--- src/rtl/control_unit.sv ---
// Main decoder for the single-cycle MIPS-style datapath.
// Maps the instruction opcode to a control word and registers it once per
// clock, so the datapath sees a glitch-free control word.
module control_unit (
    input  logic       clk,
    input  logic       rst_n,
    input  logic [5:0] opcode,
    output logic       memToReg,
    output logic       memWrite,
    output logic       memRead,
    output logic       branch,
    output logic [3:0] ALUOp,
    output logic       ALUSrcBControl,
    output logic       regDst,
    output logic       regWrite,
    output logic       jmp,
    output logic       illegal
);

    localparam logic [5:0] OP_RTYPE = 6'b000000;
    localparam logic [5:0] OP_J     = 6'b000010;
    localparam logic [5:0] OP_JAL   = 6'b000011;
    localparam logic [5:0] OP_BEQ   = 6'b000100;
    localparam logic [5:0] OP_BNE   = 6'b000101;
    localparam logic [5:0] OP_ADDI  = 6'b001000;
    localparam logic [5:0] OP_ANDI  = 6'b001100;
    localparam logic [5:0] OP_ORI   = 6'b001101;
    localparam logic [5:0] OP_BGT   = 6'b001110;
    localparam logic [5:0] OP_BGE   = 6'b010001;
    localparam logic [5:0] OP_BLT   = 6'b010010;
    localparam logic [5:0] OP_BLE   = 6'b010011;
    localparam logic [5:0] OP_LW    = 6'b100011;
    localparam logic [5:0] OP_SW    = 6'b101011;

    localparam logic [3:0] ALU_ADD   = 4'b0000;
    localparam logic [3:0] ALU_RTYPE = 4'b0001;
    localparam logic [3:0] ALU_AND   = 4'b0010;
    localparam logic [3:0] ALU_OR    = 4'b0011;
    localparam logic [3:0] ALU_EQ    = 4'b0100;
    localparam logic [3:0] ALU_NE    = 4'b0101;
    localparam logic [3:0] ALU_GT    = 4'b0110;
    localparam logic [3:0] ALU_GE    = 4'b0111;
    localparam logic [3:0] ALU_LT    = 4'b1000;
    localparam logic [3:0] ALU_LE    = 4'b1001;
    localparam logic [3:0] ALU_ILL   = 4'b1111;

    logic       mem_to_reg_d, mem_to_reg_q;
    logic       mem_write_d,  mem_write_q;
    logic       mem_read_d,   mem_read_q;
    logic       branch_d,     branch_q;
    logic [3:0] alu_op_d,     alu_op_q;
    logic       alu_src_b_d,  alu_src_b_q;
    logic       reg_dst_d,    reg_dst_q;
    logic       reg_write_d,  reg_write_q;
    logic       jmp_d,        jmp_q;
    logic       illegal_d,    illegal_q;

    // Combinational opcode decode; everything defaults to a NOP word.
    always_comb begin
        mem_to_reg_d = 1'b0;
        mem_write_d  = 1'b0;
        mem_read_d   = 1'b0;
        branch_d     = 1'b0;
        alu_op_d     = ALU_ADD;
        alu_src_b_d  = 1'b0;
        reg_dst_d    = 1'b0;
        reg_write_d  = 1'b0;
        jmp_d        = 1'b0;
        illegal_d    = 1'b0;
        case (opcode)
            OP_RTYPE: begin
                reg_dst_d   = 1'b1;
                reg_write_d = 1'b1;
                alu_op_d    = ALU_RTYPE;
            end
            OP_ADDI: begin
                reg_write_d = 1'b1;
                alu_src_b_d = 1'b1;
            end
            OP_ANDI: begin
                reg_write_d = 1'b1;
                alu_src_b_d = 1'b1;
                alu_op_d    = ALU_AND;
            end
            OP_ORI: begin
                reg_write_d = 1'b1;
                alu_src_b_d = 1'b1;
                alu_op_d    = ALU_OR;
            end
            OP_LW: begin
                mem_read_d   = 1'b1;
                mem_to_reg_d = 1'b1;
                reg_write_d  = 1'b1;
                alu_src_b_d  = 1'b1;
            end
            OP_SW: begin
                mem_write_d = 1'b1;
                alu_src_b_d = 1'b1;
            end
            OP_BEQ: begin branch_d = 1'b1; alu_op_d = ALU_EQ; end
            OP_BNE: begin branch_d = 1'b1; alu_op_d = ALU_NE; end
            OP_BGT: begin branch_d = 1'b1; alu_op_d = ALU_GT; end
            OP_BGE: begin branch_d = 1'b1; alu_op_d = ALU_GE; end
            OP_BLT: begin branch_d = 1'b1; alu_op_d = ALU_LT; end
            OP_BLE: begin branch_d = 1'b1; alu_op_d = ALU_LE; end
            OP_J: begin
                jmp_d = 1'b1;
            end
            // Link value and $31 destination are chosen in the datapath
            // from jmp & regWrite, so regDst stays 0 here.
            OP_JAL: begin
                jmp_d       = 1'b1;
                reg_write_d = 1'b1;
            end
            default: begin
                alu_op_d  = ALU_ILL;
                illegal_d = 1'b1;
            end
        endcase
    end

    // Single output register bank; async reset yields an all-zero NOP word.
    always_ff @(posedge clk or negedge rst_n) begin
        if (!rst_n) begin
            mem_to_reg_q <= 1'b0;
            mem_write_q  <= 1'b0;
            mem_read_q   <= 1'b0;
            branch_q     <= 1'b0;
            alu_op_q     <= 4'b0000;
            alu_src_b_q  <= 1'b0;
            reg_dst_q    <= 1'b0;
            reg_write_q  <= 1'b0;
            jmp_q        <= 1'b0;
            illegal_q    <= 1'b0;
        end else begin
            mem_to_reg_q <= mem_to_reg_d;
            mem_write_q  <= mem_write_d;
            mem_read_q   <= mem_read_d;
            branch_q     <= branch_d;
            alu_op_q     <= alu_op_d;
            alu_src_b_q  <= alu_src_b_d;
            reg_dst_q    <= reg_dst_d;
            reg_write_q  <= reg_write_d;
            jmp_q        <= jmp_d;
            illegal_q    <= illegal_d;
        end
    end

    assign memToReg       = mem_to_reg_q;
    assign memWrite       = mem_write_q;
    assign memRead        = mem_read_q;
    assign branch         = branch_q;
    assign ALUOp          = alu_op_q;
    assign ALUSrcBControl = alu_src_b_q;
    assign regDst         = reg_dst_q;
    assign regWrite       = reg_write_q;
    assign jmp            = jmp_q;
    assign illegal        = illegal_q;

    // Control-word invariants on the registered outputs.
    a_no_rd_wr: assert property (@(posedge clk) disable iff (!rst_n)
        !(mem_read_q && mem_write_q));
    a_no_br_jmp: assert property (@(posedge clk) disable iff (!rst_n)
        !(branch_q && jmp_q));
    a_no_wb_on_st_br: assert property (@(posedge clk) disable iff (!rst_n)
        (mem_write_q || branch_q) |-> !reg_write_q);

endmodule

--- config.mk ---
export PLATFORM = sky130hd
export DESIGN_NAME = control_unit
export DESIGN_NICKNAME = d
export VERILOG_FILES = /design/src/rtl/control_unit.sv
export SDC_FILE = /design/constraint.sdc
export NUM_CORES = 1
export LEC_CHECK = 0
export CAP_MARGIN = 10
export CORE_AREA = 3 3 56 58
export DETAILED_ROUTE_END_ITERATION = 6
export DIE_AREA = 0 0 59 61
export PLACE_DENSITY_LB_ADDON = 0.05
export SLEW_MARGIN = 20
export SYNTH_ARGS = -nofsm -noshare
export SYNTH_HDL_FRONTEND = slang
export SYNTH_SLANG_ARGS = --single-unit
--- constraint.sdc ---
create_clock -name clk -period 1 [get_ports clk]
set_clock_uncertainty 0.15 [all_clocks]
set_input_delay 0.15 -clock clk [delete_from_list [all_inputs] [get_ports clk]]
set_output_delay 0.15 -clock clk [all_outputs]
set_load 0.01 [all_outputs]
# Word level (Yosys, flattened, before mapping)
# Cells that the tools add are included.
# Widths: inputs -> output; s select.
# op_classes
mux,9
n_reduce_logical,7
eq_ne,13
# op_table
cell,n
$pmux 4 s10,1
$eq 6x4->1 const B,4
$eq 6x5->1 const B,3
$reduce_or 14->1,1
$eq 6x2->1 const B,2
$eq 6x3->1 const B,2
$eq 6x6->1 const B,2
$reduce_or 6->1,2
$reduce_or 5->1,2
$mux 1,8
$logic_not 6->1,1
$reduce_or 2->1,1
# totals
elab_cells,38
reg_bits,12
out_inout_bits,13
in_bits,8

# Logic depth before layout (Yosys ltp)
# Gate-level depths: netlist of the first run.
# depth
word_depth,3
ltp_mapped,5
mapped_depth_nobuf,4

# Worst setup path after synthesis of the first run
# No wires, ideal clock.
# synth_timing
kind,input -> register
from,in opcode[0]
to,reg alu_op_q[2] (netlist: ALUOp[2])
slack_ns,-0.085
stages,4
t_arrival_ns,0.805
required_ns,0.720
path_cell_list,or2_2 > o21a_1 > o22ai_1 > a21oi_1
# synth_via
elab_chain_cells,3
# synth_rtl
item,line_no,rtl
from (decl),7,"input logic [5:0] opcode,"
$eq 6x2->1 (tied with other cells),70,case (opcode)
$reduce_or 5->1 (no line),n/a,
$pmux 4 s10 *,70,
via alu_op_d[2],51,"logic [3:0] alu_op_d, alu_op_q;"
to (signal assigned),140,alu_op_q <= alu_op_d;
to (decl),51,
# Mark *: on every way through the listed nets, which the timed path passes. The rest lies on a longest branch.

# Final worst setup path of the first run
# layout_timing
from,reg mem_read_q (netlist: memRead)
to,out memRead
# layout_lines
item,line_no,rtl
from (decl),49,"logic mem_read_d, mem_read_q;"
from (signal assigned),138,mem_read_q <= mem_read_d;
to (decl),10,"output logic memRead,"
# No word-level cell between the ends.

==> results of run 1 <==
==> power by group through the flow <==
stage	Combinational, uW	Clock [uW]	Sequential, uW
after floorplan	116	0	531
after global placement	290	0	519
after detailed placement	286	0	519
after CTS	287	297	509
after global routing	344	320	511
final	317	285	509
==> synthesized netlist by cell type (2+ instances only) <==
| master | instances | area (um^2) |
|---|---|---|
| o21a_1 | 2 | 15.01 |
| buf_2 | 4 | 20.02 |
| buf_4 | 2 | 15.01 |
| a21oi_1 | 6 | 30.03 |
| nor2_1 | 8 | 30.03 |
| a211oi_1 | 2 | 15.01 |
| nand3_1 | 2 | 10.01 |
| dfrtp_1 | 12 | 300.3 |
| nand2_1 | 5 | 18.77 |
| nand2b_1 | 3 | 18.77 |
| nor4_1 | 3 | 18.77 |
==> registers in the layout (all words and copies together), names as in the netlist <==
name,count
regDst,1
jmp,1
memRead,1
illegal,1
branch,1
ALUOp,4
memWrite,1
ALUSrcBControl,1
regWrite,1
==> layout by cell type (no fill, tap or decap), types with 2 or more instances in the layout <==
| cell type | Yosys | routed |
|---|---|---|
| a211oi_1 | 2 | 2 |
| a21oi_1 | 6 | 4 |
| a21oi_2 | 0 | 2 |
| buf_12 | 0 | 2 |
| buf_2 | 4 | 13 |
| buf_4 | 2 | 16 |
| buf_6 | 1 | 9 |
| buf_8 | 0 | 2 |
| clkbuf_4 | 0 | 3 |
| dfrtp_1 | 12 | 12 |
| nand2_1 | 5 | 3 |
| nand2b_1 | 3 | 3 |
| nand3_1 | 2 | 2 |
| nor2_1 | 8 | 5 |
| nor2_2 | 1 | 3 |
| nor4_1 | 3 | 2 |
| o21a_1 | 2 | 2 |
==> metrics by stage <==
stage               total power [uW]    util  setup WS [ns]  hold slack [ns]
floorplan                      646.8       -       -0.01422          -0.2956
global placement               808.6  0.3786        -0.6632           0.3427
detailed placement             805.8  0.3786        -0.6672           0.3433
CTS                             1093  0.3832       -0.07866          0.05421
global route                    1175  0.4095        -0.1055          0.04551
finish                          1110  0.4095       -0.06689          0.05736
==> worst paths after layout <==
kind	startpoint	to	slack, ns	cells past startpoint
setup / recovery	memRead	memRead	-0.07	1
hold / removal	rst_n	branch	0.06	2
max in group asynchronous	rst_n	ALUOp[0]	0.54	2
min in group clk	opcode[2]	memRead	0.07	3
==> layout make-up <==
class	instances	area, um^2	area share
multi-input combinational	50	362.8	0.3269
tap	31	38.79	0.03495
inverter	1	3.754	0.003382
timing repair buffer	45	381.6	0.3439
clock buffer	3	22.52	0.02029
sequential	12	300.3	0.2706
==> routing by layer <==
layer,wire length [um],track usage,vias to the layer above
met5,0,0,-
met2,900,0.1909,16
met3,103,0.01489,2
met4,21,0.05825,0
li1,-,-,336
met1,784,0.1256,335
==> what timing repair did <==
action / CTS / global route
setup buffers: 4 / 1
pin swaps: 6 / 7
gates resized for setup: 80 / 17
hold endpoints to repair: 0 / 0
hold buffers: 0 / 0
endpoints found under the setup margin: 25 / 20
==> kinds of logic (layout without fill, tap and decap cells) <==
| family | Yosys count | in the layout | share of synthesized area |
|---|---|---|---|
| buffers and inverters | 8 | 49 | 0.07691 |
| multiplexers | 1 | 1 | 0.01539 |
| AO/OA/AOI/OAI | 18 | 18 | 0.1808 |
| flip-flops | 12 | 12 | 0.4615 |
| AND/OR/NAND/NOR | 31 | 31 | 0.2654 |
==> results.sh, run 1 <==
export IMPL_synth_edf_count=0
export IMPL_synth_warnings=0
export IMPL_crit_arrival_ns=0.77
export IMPL_firstDrtPassIters=3
export IMPL_ys_flop_type="dfrtp_1"
export IMPL_grt_pass1_wl_um=2891
export IMPL_rows=19
export IMPL_wl_per_cell_um=12.74
export IMPL_min_period_ns=1.067
export IMPL_grt_setup_unrepaired="true"
export IMPL_cts_tree="yes"
export IMPL_dp_hpwl_um=1276
export IMPL_hold_path_class="in2async"
export IMPL_setup_worst_path_class="reg2out"
export IMPL_cp_slowest_stage_delay_ns=0.37
export IMPL_vias=689
export IMPL_setup_violations=13
export IMPL_post_route_period_util=1.067
export IMPL_drv_slew=0
export IMPL_yosysUniqueCellTypes=32
export IMPL_p_seq_frac=0.458
export IMPL_area_growth_pct=70.58
export IMPL_max_clock_path_buffers=2
export IMPL_critPathMaxFanout=2
export IMPL_design_area_um2=1110
export IMPL_slowest_stage="dfrtp_1"
export IMPL_antenna_cells=0
export IMPL_die_h_um=61
export IMPL_syn_num_nets=78
export IMPL_relSlewSlack=0.8449
export IMPL_core_um2=2710
export IMPL_powerDensity_nw_per_um2=1001
export IMPL_drive_gt1_frac=0.5405
export IMPL_start_util=0.2401
export IMPL_switchingPower_uw=298.8
export IMPL_cts_root_buf="clkbuf_4"
export IMPL_die_w_um=59
export IMPL_fin_nets=121
export IMPL_crit_required_ns=0.70
export IMPL_finalHoldViolCount=0
export IMPL_yosysSeqAreaShare=0.4615
export IMPL_clk_pin_slew_worst_paths_ns=0.07
export IMPL_share_comb_of_total_power=0.286
export IMPL_drtIter0Drc=7
export IMPL_first_global_vias=665
export IMPL_pin_count=21
export IMPL_violations="negative setup slack"
export IMPL_h_tree_depth=1
export IMPL_avgSynthCellArea_um2=9.295
export IMPL_floorplan_die_area_um2=3599
export IMPL_viasPerCell=4.852
export IMPL_drt_total_wl_um=1809
export IMPL_timing_fmax_ghz=0.9373
export IMPL_grt_usage=0.1078
export IMPL_dp_cells=135
export IMPL_p_sw_frac=0.2691
export IMPL_route_detailed_drc=0
export IMPL_syn_cell_area_um2=650.6
export IMPL_vdd_drop_max_uv=404.9
export IMPL_io_buffers=20
export IMPL_p_int_uw=811.6
export IMPL_fillCellCount=290
export IMPL_overflow=0
export IMPL_syn_instance_count=70
export IMPL_grt_max_degree=13
export IMPL_cp_cell_sequence="buf_2"
export IMPL_tightest_slew_ns=0.2305
export IMPL_fin_cells=142
export IMPL_placed_area_um2=1026
export IMPL_fin_ws_ns=-0.06689
export IMPL_cts_num_sinks=12
export IMPL_maxCapViolations=0
export IMPL_pwr_share_clk=0.256
export IMPL_p_leak_uw=0.0005088
export IMPL_crit_path_end_kind="output port"
export IMPL_status="finished with violations"
export IMPL_critPathTopFamily="flip-flops"
export IMPL_cts_buffers=3
export IMPL_place_gp_congestion=0.7726
export IMPL_worstSetupStartpointType="flop"
export IMPL_async_flop_share=1.000
export IMPL_ys_ff_latch=12
export IMPL_final_setup_tns_ns=-0.6929
export IMPL_drtAntennaViolNets=0
export IMPL_antenna_found_initial=0
export IMPL_worstPathBufferInverterCount=1
Note: power is estimated with default switching activity, not from simulation.
==> run 2, diff against run 1 <==
- CORE_AREA: 3 3 56 58 -> 3 3 42 44
- DIE_AREA: 0 0 59 61 -> 0 0 45 47
==> results.sh, run 2 (synthesis gave the netlist of run 1 again) <==
export IMPL_violations="negative setup slack"
export IMPL_die_w_um=45
export IMPL_slowest_stage="dfrtp_1"
export IMPL_drive_gt1_frac=0.5315
export IMPL_place_gp_congestion=0.8569
export IMPL_viasPerCell=5.244
export IMPL_core_um2=1471
export IMPL_crit_required_ns=0.70
export IMPL_area_growth_pct=61.92
export IMPL_holdWs_ns=0.04024
export IMPL_p_leak_uw=0.0005025
export IMPL_grt_pass1_wl_um=2622
export IMPL_route_detailed_drc=0
export IMPL_setup_violations=13
export IMPL_critPathMaxFanout=2
export IMPL_finalHoldViolCount=0
export IMPL_switchingPower_uw=310.8
export IMPL_wl_per_cell_um=13.38
export IMPL_vdd_drop_max_uv=672.0
export IMPL_p_seq_frac=0.427
export IMPL_grt_max_degree=13
export IMPL_powerDensity_nw_per_um2=1130
export IMPL_final_common_cell="buf_4"
export IMPL_maxCapViolations=0
export IMPL_floorplan_die_area_um2=2115
export IMPL_worstPathBufferInverterCount=1
export IMPL_overflow=0
export IMPL_dp_hpwl_um=1210
export IMPL_fin_nets=120
export IMPL_die_h_um=47
export IMPL_share_comb_of_total_power=0.254
export IMPL_critPathTopFamily="flip-flops"
export IMPL_antenna_cells=0
export IMPL_worstSetupStartpointType="flop"
export IMPL_crit_arrival_ns=0.80
export IMPL_pin_count=21
export IMPL_post_route_period_util=1.095
export IMPL_cts_num_sinks=12
export IMPL_cp_cell_sequence="buf_2"
export IMPL_hold_path_class="in2async"
export IMPL_io_buffers=20
export IMPL_timing_fmax_ghz=0.9128
export IMPL_max_clock_path_buffers=2
export IMPL_vias=666
export IMPL_setup_worst_path_class="reg2out"
export IMPL_drv_slew=0
export IMPL_antenna_found_initial=0
export IMPL_cts_buffers=3
export IMPL_cts_root_buf="clkbuf_4"
export IMPL_min_period_ns=1.095
export IMPL_clk_pin_slew_worst_paths_ns=0.07
export IMPL_status="finished with violations"
export IMPL_p_int_uw=879.2
export IMPL_crit_path_end_kind="output port"
export IMPL_pwr_share_clk=0.319
export IMPL_p_sw_frac=0.2612
export IMPL_h_tree_depth=1
export IMPL_first_global_vias=593
export IMPL_relSlewSlack=0.8008
export IMPL_start_util=0.4422
export IMPL_largest_register_ffs=4
export IMPL_firstDrtPassIters=4
export IMPL_drt_total_wl_um=1699
export IMPL_grt_usage=0.1679
export IMPL_fin_ws_ns=-0.09547
export IMPL_most_common_layout_cells="buf_4, buf_2, dfrtp_1"
export IMPL_cp_slowest_stage_delay_ns=0.38
export IMPL_cts_tree="yes"
export IMPL_rows=14
export IMPL_fillCellCount=122
export IMPL_drtAntennaViolNets=0
export IMPL_tightest_slew_ns=0.2977
export IMPL_drtIter0Drc=15
export IMPL_grt_setup_unrepaired="true"
export IMPL_post_route_util=0.7160
## run 2: cell count changes in the layout (fill, tap and decap cells not counted), sizes merged
cell    change
buf         -1
clkbuf      +1
## run 2: layout make-up
type                            instances  area (um^2)  share of cell area
Timing Repair Buffer                   44        327.8              0.3112
Inverter                                1        3.754            0.003563
Multi-Input combinational cell         50        365.4              0.3468
Clock buffer                            4        36.28             0.03444
Sequential cell                        12        300.3              0.2850
Tap cell                               16        20.02             0.01900
## run 2: power groups by stage
stage          sequential [uW]  combinational [uW]  clock, uW
6_report                   508                 302        380
5_1_grt                    510                 327        413
4_1_cts                    508                 279        381
3_5_place_dp               519                 284          0
3_3_place_gp               519                 280          0
2_1_floorplan              531                 116          0
## run 2: path summary, 6_finish.rpt
path	start	to	cells after the start
max in group asynchronous	rst_n	regDst	2
max	memRead	memRead	1
min	rst_n	memRead	2
min in group clk	opcode[0]	ALUSrcBControl	3
## run 2: what timing repair did
action | in CTS | in global routing
setup buffers | 3 | 1
endpoints found under the setup margin | 25 | 21
hold buffers | 0 | 0
pin swaps | 10 | 4
gates resized for setup | 77 | 13
## run 2: layer usage
metal | routed length, um | track usage | vias up
met5 | 0 | 0 | -
met4 | 46 | 0.05263 | 0
met3 | 125 | 0.02682 | 4
met2 | 883 | 0.3023 | 30
met1 | 644 | 0.2047 | 301
li1 | - | - | 331
## run 2: metrics by stage
stage	setup TNS [ns]	instances	total power (uW)	setup slack [ns]	area (um^2)
global placement	-8.365	119	799.1	-0.6659	999.7
CTS	-0.9135	126	1168	-0.1056	1016
detailed placement	-8.633	119	802.8	-0.6710	999.7
global route	-1.267	127	1251	-0.1303	1054
floorplan	-0.02579	70	646.8	-0.01422	673.1
finish	-0.8651	127	1190	-0.09547	1054
==> run 3, diff against run 2 <==
- SLEW_MARGIN: 20 -> not set
==> results of run 3 <==
Final layout, timing and power as in run 2 (identical DEF).
